<file path="config.mk">
export PLATFORM = sky130hd
export DESIGN_NAME = burst_mem_ctrl
export DESIGN_NICKNAME = d
export VERILOG_FILES = /design/src/rtl/burst_pkg.sv /design/src/rtl/burst_addr_gen.sv /design/src/rtl/burst_mem_ctrl.sv
export SDC_FILE = /design/constraint.sdc
export NUM_CORES = 1
export LEC_CHECK = 0
export ABC_AREA = 1
export BUFFER_PORTS_ARGS = -buffer_cell sky130_fd_sc_hd__buf_2
export CAP_MARGIN = 20
export CORE_AREA = 2 2 162 164
export DETAILED_ROUTE_END_ITERATION = 16
export DIE_AREA = 0 0 164 166
export SLEW_MARGIN = 20
export SYNTH_ARGS = -nofsm -noshare
export SYNTH_HDL_FRONTEND = slang
export SYNTH_SLANG_ARGS = --single-unit
</file>
<file path="constraint.sdc">
create_clock -name clk -period 2.95 [get_ports clk]
set_clock_uncertainty 0.2 [all_clocks]
set_input_delay 0.7375 -clock clk [delete_from_list [all_inputs] [get_ports clk]]
set_output_delay 0.7375 -clock clk [all_outputs]
set_load 0.05 [all_outputs]
</file>
<file path="src/rtl/burst_pkg.sv">
// Shared types and default sizing for the burst memory controller.
package burst_pkg;

    // Burst addressing modes; RSVD is decoded only to reject it.
    typedef enum logic [1:0] {
        FIXED = 2'b00,
        INCR  = 2'b01,
        WRAP  = 2'b10,
        RSVD  = 2'b11
    } burst_type_e;

    // Controller states.
    typedef enum logic {
        IDLE  = 1'b0,
        BURST = 1'b1
    } state_e;

    // Default geometry.
    localparam int DEF_ADDR_WIDTH = 5;
    localparam int DEF_DATA_WIDTH = 8;
    localparam int DEF_MAX_BURST  = 16;

    // Largest wrapping burst the block supports, in beats.
    localparam int WRAP_MAX_BEATS = 16;

endpackage

</file>
<file path="src/rtl/burst_addr_gen.sv">
// Combinational next-beat address for FIXED, INCR and WRAP bursts.
// WRAP keeps the bits above the burst-length mask and increments only
// the bits under it, so the address cycles inside an aligned window.
module burst_addr_gen
    import burst_pkg::*;
#(
    parameter int ADDR_WIDTH = DEF_ADDR_WIDTH,
    parameter int LEN_WIDTH  = $clog2(DEF_MAX_BURST)
) (
    input  logic [ADDR_WIDTH-1:0] addr,
    input  burst_type_e           burst_type,
    input  logic [LEN_WIDTH-1:0]  burst_len,
    output logic [ADDR_WIDTH-1:0] next_addr
);

    logic [ADDR_WIDTH-1:0] incr_addr;
    logic [ADDR_WIDTH-1:0] wrap_mask;

    // Select the successor address according to the latched burst type.
    always_comb begin
        incr_addr = addr + ADDR_WIDTH'(1);
        wrap_mask = ADDR_WIDTH'(burst_len);
        next_addr = addr;
        case (burst_type)
            INCR:    next_addr = incr_addr;
            WRAP:    next_addr = (addr & ~wrap_mask) | (incr_addr & wrap_mask);
            default: next_addr = addr;
        endcase
    end

endmodule

</file>
<file path="src/rtl/burst_mem_ctrl.sv">
// Burst memory controller: accepts a burst request in IDLE, then performs
// one RAM beat per cycle that beat_en is high until the programmed length
// is exhausted. Owns a 2**ADDR_WIDTH word single-port RAM.
//
// Request/beat protocol: start is sampled only while busy is low; a legal
// request is accepted on that edge (busy rises after it) and an illegal one,
// or any start while busy, produces a one-cycle err pulse without side
// effects. While busy, each edge with beat_en high consumes wr_data (write)
// or returns rd_data with rd_valid one cycle later (read); beat_en low is a
// stall. done pulses one cycle after the final beat, together with busy
// falling, and a new start may be presented in that same done cycle.
// busy is a registered copy of the FSM state (high exactly in BURST).
module burst_mem_ctrl
    import burst_pkg::*;
#(
    parameter int ADDR_WIDTH = DEF_ADDR_WIDTH,
    parameter int DATA_WIDTH = DEF_DATA_WIDTH,
    parameter int MAX_BURST  = DEF_MAX_BURST,
    parameter int LEN_WIDTH  = $clog2(MAX_BURST)
) (
    input  logic                  clk,
    input  logic                  rst,
    input  logic                  start,
    input  logic [ADDR_WIDTH-1:0] start_addr,
    input  logic [LEN_WIDTH-1:0]  burst_len,
    input  burst_type_e           burst_type,
    input  logic                  wren,
    input  logic                  rden,
    input  logic                  beat_en,
    input  logic [DATA_WIDTH-1:0] wr_data,
    output logic [DATA_WIDTH-1:0] rd_data,
    output logic                  rd_valid,
    output logic                  busy,
    output logic                  done,
    output logic                  err
);

    localparam int DEPTH = 2 ** ADDR_WIDTH;

    state_e                state;
    logic [ADDR_WIDTH-1:0] addr;
    logic [LEN_WIDTH-1:0]  remaining;
    logic [LEN_WIDTH-1:0]  len_q;
    burst_type_e           type_q;
    logic                  is_write;

    logic [ADDR_WIDTH-1:0] next_addr;
    logic [LEN_WIDTH:0]    req_beats;
    logic                  wrap_ok;
    logic                  req_legal;
    logic                  beat;

    logic [DATA_WIDTH-1:0] mem [DEPTH];

    burst_addr_gen #(
        .ADDR_WIDTH (ADDR_WIDTH),
        .LEN_WIDTH  (LEN_WIDTH)
    ) u_addr_gen (
        .addr       (addr),
        .burst_type (type_q),
        .burst_len  (len_q),
        .next_addr  (next_addr)
    );

    // Request legality: exactly one direction, known type, and a WRAP
    // length that is a power of two between 2 and the supported maximum.
    always_comb begin
        req_beats = {1'b0, burst_len} + {{LEN_WIDTH{1'b0}}, 1'b1};
        wrap_ok   = (burst_len != '0)
                 && ((req_beats & {1'b0, burst_len}) == '0)
                 && (int'(req_beats) <= WRAP_MAX_BEATS)
                 && (int'(req_beats) <= MAX_BURST);
        req_legal = (wren ^ rden)
                 && (burst_type != RSVD)
                 && ((burst_type != WRAP) || wrap_ok);
        beat      = (state == BURST) && beat_en;
    end

    // Control FSM with beat counter, address register and registered outputs.
    always_ff @(posedge clk or posedge rst) begin
        if (rst) begin
            state     <= IDLE;
            addr      <= '0;
            remaining <= '0;
            len_q     <= '0;
            type_q    <= FIXED;
            is_write  <= 1'b0;
            rd_data   <= '0;
            rd_valid  <= 1'b0;
            busy      <= 1'b0;
            done      <= 1'b0;
            err       <= 1'b0;
        end else begin
            rd_valid <= 1'b0;
            done     <= 1'b0;
            err      <= 1'b0;
            case (state)
                IDLE: begin
                    if (start) begin
                        if (req_legal) begin
                            addr      <= start_addr;
                            remaining <= burst_len;
                            len_q     <= burst_len;
                            type_q    <= burst_type;
                            is_write  <= wren;
                            state     <= BURST;
                            busy      <= 1'b1;
                        end else begin
                            err <= 1'b1;
                        end
                    end
                end
                BURST: begin
                    if (start) begin
                        err <= 1'b1;
                    end
                    if (beat_en) begin
                        if (!is_write) begin
                            rd_data  <= mem[addr];
                            rd_valid <= 1'b1;
                        end
                        addr <= next_addr;
                        if (remaining == '0) begin
                            state <= IDLE;
                            busy  <= 1'b0;
                            done  <= 1'b1;
                        end else begin
                            remaining <= remaining - LEN_WIDTH'(1);
                        end
                    end
                end
                default: begin
                    state <= IDLE;
                    busy  <= 1'b0;
                end
            endcase
        end
    end

    // RAM write port; contents deliberately survive reset.
    always_ff @(posedge clk) begin
        if (beat && is_write) begin
            mem[addr] <= wr_data;
        end
    end

endmodule
</file>
---- Word-level counts from Yosys, hierarchy flattened ----
Memory sizes are Yosys's and may differ from the RTL's. A register that Yosys moved wholly into a read port is not among the register bits.
Cells that the tools add are included.
word-level totals
  RAM bits ................................ 256
  flip-flop bits (word level) ............. 21
  output and inout bits ................... 12
  word-level logic and storage cells ...... 81
  memories kept ........................... 1
  input bits .............................. 25
operators by class
  mux-type cells .......................... 32
  order comparisons ....................... 1
  bitwise gates (word level) .............. 8
  $add $sub $neg .......................... 3
  equality and inequality tests ........... 10
  reduce and logical (&&, ||, !) cells .... 16
memories
  memory  words  bits a word  read ports  clocked after Yosys merged registers in  wr ports  RTL line              text
  mem     32     8            1           1                                        1         burst_mem_ctrl.sv:53  logic [DATA_WIDTH-1:0] mem [DEPTH];
operator list
  operator             number
  $pmux 5 s2           2
  $mux 1               19
  $mux 4               4
  $mux 5               3
  $ne 2x2->1 const B   6
  $reduce_and 4->1     3
  $and 5x4->5          2
  $pmux 4 s2           1
  $logic_and 1x1->1    7
  $pmux 1 s2           3
  $reduce_and 3->1     2
  $add 4x1->5 const B  1
  $add 5x1->5 const B  1
  $and 5x5->5          1
  $le 5x5->1 const B   1
  $logic_not 5->1      1
  $not 4->5            1
  $or 5x5->5           1
  $logic_not 4->1      1
  $reduce_bool 4->1    1
  $sub 4x1->4 const B  1
  $ne 3x1->1 const B   1
  $eq 2x1->1 const B   1
  $eq 2x2->1 const B   1
  4 further kinds      5

---- Depth between registers and ports, before layout ----
  word-level depth ........................ 11
  depth in mapped cells ................... 14
  mapped depth without buffers ............ 13

---- Hierarchy ----
Synthesis repeated with hierarchy kept, for this count alone.
second synthesis, totals
  cells, all modules ...................... 1233
  area total of the unflattened synthesis .. 12354.3 um^2
by module, submodules not included
  module          seq. area each (um^2)  area an instance (um^2)  cells an instance  times used
  burst_mem_ctrl  8413.1                 12110.4                  1185               1
  burst_addr_gen  0.0                    244.0                    48                 1

---- Least setup slack after synthesis ----
OpenSTA, ideal clock, no wires.
  path type ............................... reg-to-reg
  start ................................... reg (tool-made name)
  end ..................................... mem mem[0][0] in the netlist's numbering (enable)
  slack ................................... 0.777 ns
  data required time ...................... 2.380 ns
  path buffers ............................ 3
  arrival time ............................ 1.603 ns
  cell stages (with the launch flop) ...... 8
  library setup time ...................... 0.370 ns
  period minus slack after synthesis ...... 2.173 ns
  cells stage by stage .................... dfrtp_1 > buf_2 > inv_2 > buf_4 > buf_4 > ha_1 > nand2_1 > nor2_1
RTL lines
  what           RTL line
  end, declared  burst_mem_ctrl.sv:53

---- Worst setup path after layout ----
  start ................................... reg state
  end ..................................... mem mem[19][7] in the netlist's numbering (enable)
between the ends
  cells in the longest elaborated chain, start to end .. 4
RTL lines
  what                          RTL line               text
  start, declared               burst_mem_ctrl.sv:40   state_e state;
  start signal, assigned        burst_mem_ctrl.sv:82   state <= IDLE;
  start signal, assigned        burst_mem_ctrl.sv:106  state <= BURST;
  start signal, assigned        burst_mem_ctrl.sv:124  state <= IDLE;
  $logic_and 1x1->1             burst_mem_ctrl.sv:76   beat = (state == BURST) && beat_en;
  $logic_and 1x1->1             burst_mem_ctrl.sv:142  if (beat && is_write) begin
  $mux 1                        burst_mem_ctrl.sv:142
  $mux 1 (implied by the code)  burst_mem_ctrl.sv:143  mem[addr] <= wr_data;
Every way passes these cells.

==> results_dict.tcl <==
set metrics [dict create \
    status "complete, no violations" \
    syn-cell-area_um2 12300 \
    vias 8339 \
    synth_seq_cells 285 \
    cp.required_ps 3030 \
    syn2layout_area_growth_pct 14.4 \
    dieWidth_um 164 \
    rsz0062_at_grt "no" \
    fin_util 0.551 \
    ios 37 \
    start_kind "flop" \
    first_pass_iters 5 \
    path_max_fanout 11 \
    syn-num-nets 1238 \
    rows 59 \
    grt_antenna_before_repair 0 \
    synth_xor_area_frac 0.00284 \
    cts_tree "done" \
    power.density_nw_per_um2 892 \
    core_um2 25600 \
    top_layer "met4" \
    worstMarginPinSlew_ps 823 \
    leakage_nw 5.77 \
    die_h_um 166 \
    synthSimpleGateAreaFrac 0.216 \
    arrival_ps 2540 \
    fillers 2243 \
    wirelength_met1_um 13200 \
    synth_top_family_by_area "simple AND/OR/NAND/NOR gates" \
    seqCellArea_um2 8420 \
    slew-limit-headroom 0.451 \
    drt-total-wl_um 29200 \
    diodes 0 \
    grt_pass1_vias 8182 \
    hold_path.class "primary input to flop" \
    slew_viol_final 0 \
    via_per_inst 5.10 \
    final.min_clock_period_ps 2460 \
    end_kind "flop" \
    synth-compound-area-share 0.0398 \
    dieArea_um2 27200 \
    grt_max_degree 87 \
    initial_core_util 0.481 \
    drive_gt1_frac 0.119 \
    synth_cells 1206 \
    clock_latency_ps 560 \
    wl_met3_um 1390 \
    overflow 0 \
    grt_usage 0.220 \
    wl_per_cell_um 17.8 \
    synth-adder-area-share 0.00710 \
    maxCapViolations 0 \
    synth-seq-area-share 0.682 \
    numPortBuffers 36 \
    place.gp.congestion 0.826 \
    finalSetupTns_ps 0 \
    path_clk_slew_ps 60 \
    finalHoldViolations 0 \
    setup_viol_count_final 0 \
    path_class "flop to flop" \
    wl_met2_um 13900 \
    htreeDepth 1 \
    holdWs_ps 217 \
    netlist-cell-type-count 28 \
    avgSynthCellArea_um2 10.2 \
    multiInputGateArea_um2 3280 \
    fmax_ghz 0.406 \
    synthMuxAreaShare 0.000812 \
    clockRootBuffer "clkbuf_16" \
    finalCritPeriodShare 0.835 \
    ant_nets 0 \
    ys.warnings.count 0 \
    cts_buffers 30 \
    clk_path_buf_depth 3 \
    drc 0 \
    drt_iter0_drc 637 \
    nets 1312 \
    cts_sinks 285 \
    peakVddDrop_v 0.000578 \
    hpwl_um 18500 \
    grt_pass1_wl_um 45800 \
]
## through the flow
step	std cells	total power, mW	setup slack [ps]	area, um2
2_1_floorplan	1206	7.68	777	12300
6_report	1636	12.6	488	14100
4_1_cts	1636	12.7	512	14100
3_5_place_dp	1582	8.84	307	13100
5_1_grt	1636	13.3	306	14100
3_3_place_gp	1582	8.83	331	13100
## cell usage after synthesis, drive strengths merged
cell / instances / share of area
xnor2: 1 / 0.00071
a22oi: 2 / 0.0012
buf: 38 / 0.017
clkbuf: 8 / 0.0024
nand3: 67 / 0.028
dfrtp: 29 / 0.059
clkinv: 7 / 0.0021
nor3: 7 / 0.0073
edfxtp: 256 / 0.62
inv: 98 / 0.030
ha: 7 / 0.0071
o21ai: 90 / 0.037
nand2: 412 / 0.13
a21oi: 5 / 0.0020
xor2: 3 / 0.0021
or2: 9 / 0.0046
mux2i: 1 / 0.00081
nor2: 166 / 0.051
## final timing paths
| kind | cells past startpoint | endpoint | from | slack (ps) |
|---|---|---|---|---|
| min reg2reg | 2 | busy$_DFFE_PP0P_ | busy$_DFFE_PP0P_ | 280 |
| min in group asynchronous | 3 | addr[0]$_DFFE_PP0P_ | rst | 530 |
| min | 3 | type_q[1]$_DFFE_PP0P_ | burst_type[1] | 220 |
| max | 5 | mem[19][7]$_DFFE_PP_ | state$_DFF_PP0_ | 490 |
| max in group asynchronous | 4 | addr[4]$_DFFE_PP0P_ | rst | 1400 |
| max reg2reg | 5 | mem[19][7]$_DFFE_PP_ | state$_DFF_PP0_ | 490 |
## area by class of cell
type	instances	area share
Sequential cell	285	0.597
Multi-Input combinational cell	770	0.233
Timing Repair Buffer	88	0.0415
Inverter	105	0.0282
Clock inverter	16	0.0161
Clock buffer	37	0.0551
Tap cell	335	0.0297
## power by group
part           internal [mW]  switching, mW
clock                   2.31           1.52
sequential              4.63          0.244
combinational           1.10           2.78
total                   8.04           4.54
## worst max-delay path: stages, from the launching register on
cell	delay, ps
dfrtp_1	550
nand2_1	230
nor2_1	330
nand2_1	430
nor2_1	280
buf_4	170
## cells in the final DEF, fill, tap and decap left out, types with 2 or more instances in the layout
cell / n
edfxtp_1: 256
nor2_1: 165
o21ai_1: 14
a21oi_1: 5
a22oi_1: 2
clkbuf_1: 7
clkbuf_16: 30
nor3_4: 4
xor2_1: 3
nor3_2: 2
bufinv_16: 5
clkinv_2: 6
nand3_1: 66
clkinv_1: 10
or2_2: 9
buf_2: 36
dfrtp_1: 27
o21ai_0: 76
nand2_1: 412
ha_1: 7
inv_1: 92
buf_4: 50
inv_2: 4
clkinv_8: 2
## kinds of logic after synthesis
group	after synthesis
adders and majority gates	7
muxes	1
AOI/OAI and AO/OA	97
and+or+nand+nor	661
buffers and inverters	151
DFF	285
xor gates and xnor gates	4
## flip-flops by register name (all words and copies together), names as in the netlist, named ones only
name	flops
mem	256
is_write	1
done	1
busy	1
rd_valid	1
remaining	4
err	1
rd_data	8
type_q	2
state	1
len_q	4
addr	2
## per-layer routing
layer	global-route usage	vias to the layer above
met2	0.358	193
met3	0.0300	41
met1	0.316	4008
li1	-	4097
met5	0	-
met4	0.0511	0
## repair_timing
item | in CTS | in global routing
resized for setup | 0 | 0
setup buffers | 0 | 0
hold endpoints to repair | 10 | 0
setup endpoints to repair | 0 | 0
hold buffers | 1 | 0
(Power assumes the default switching activity.)
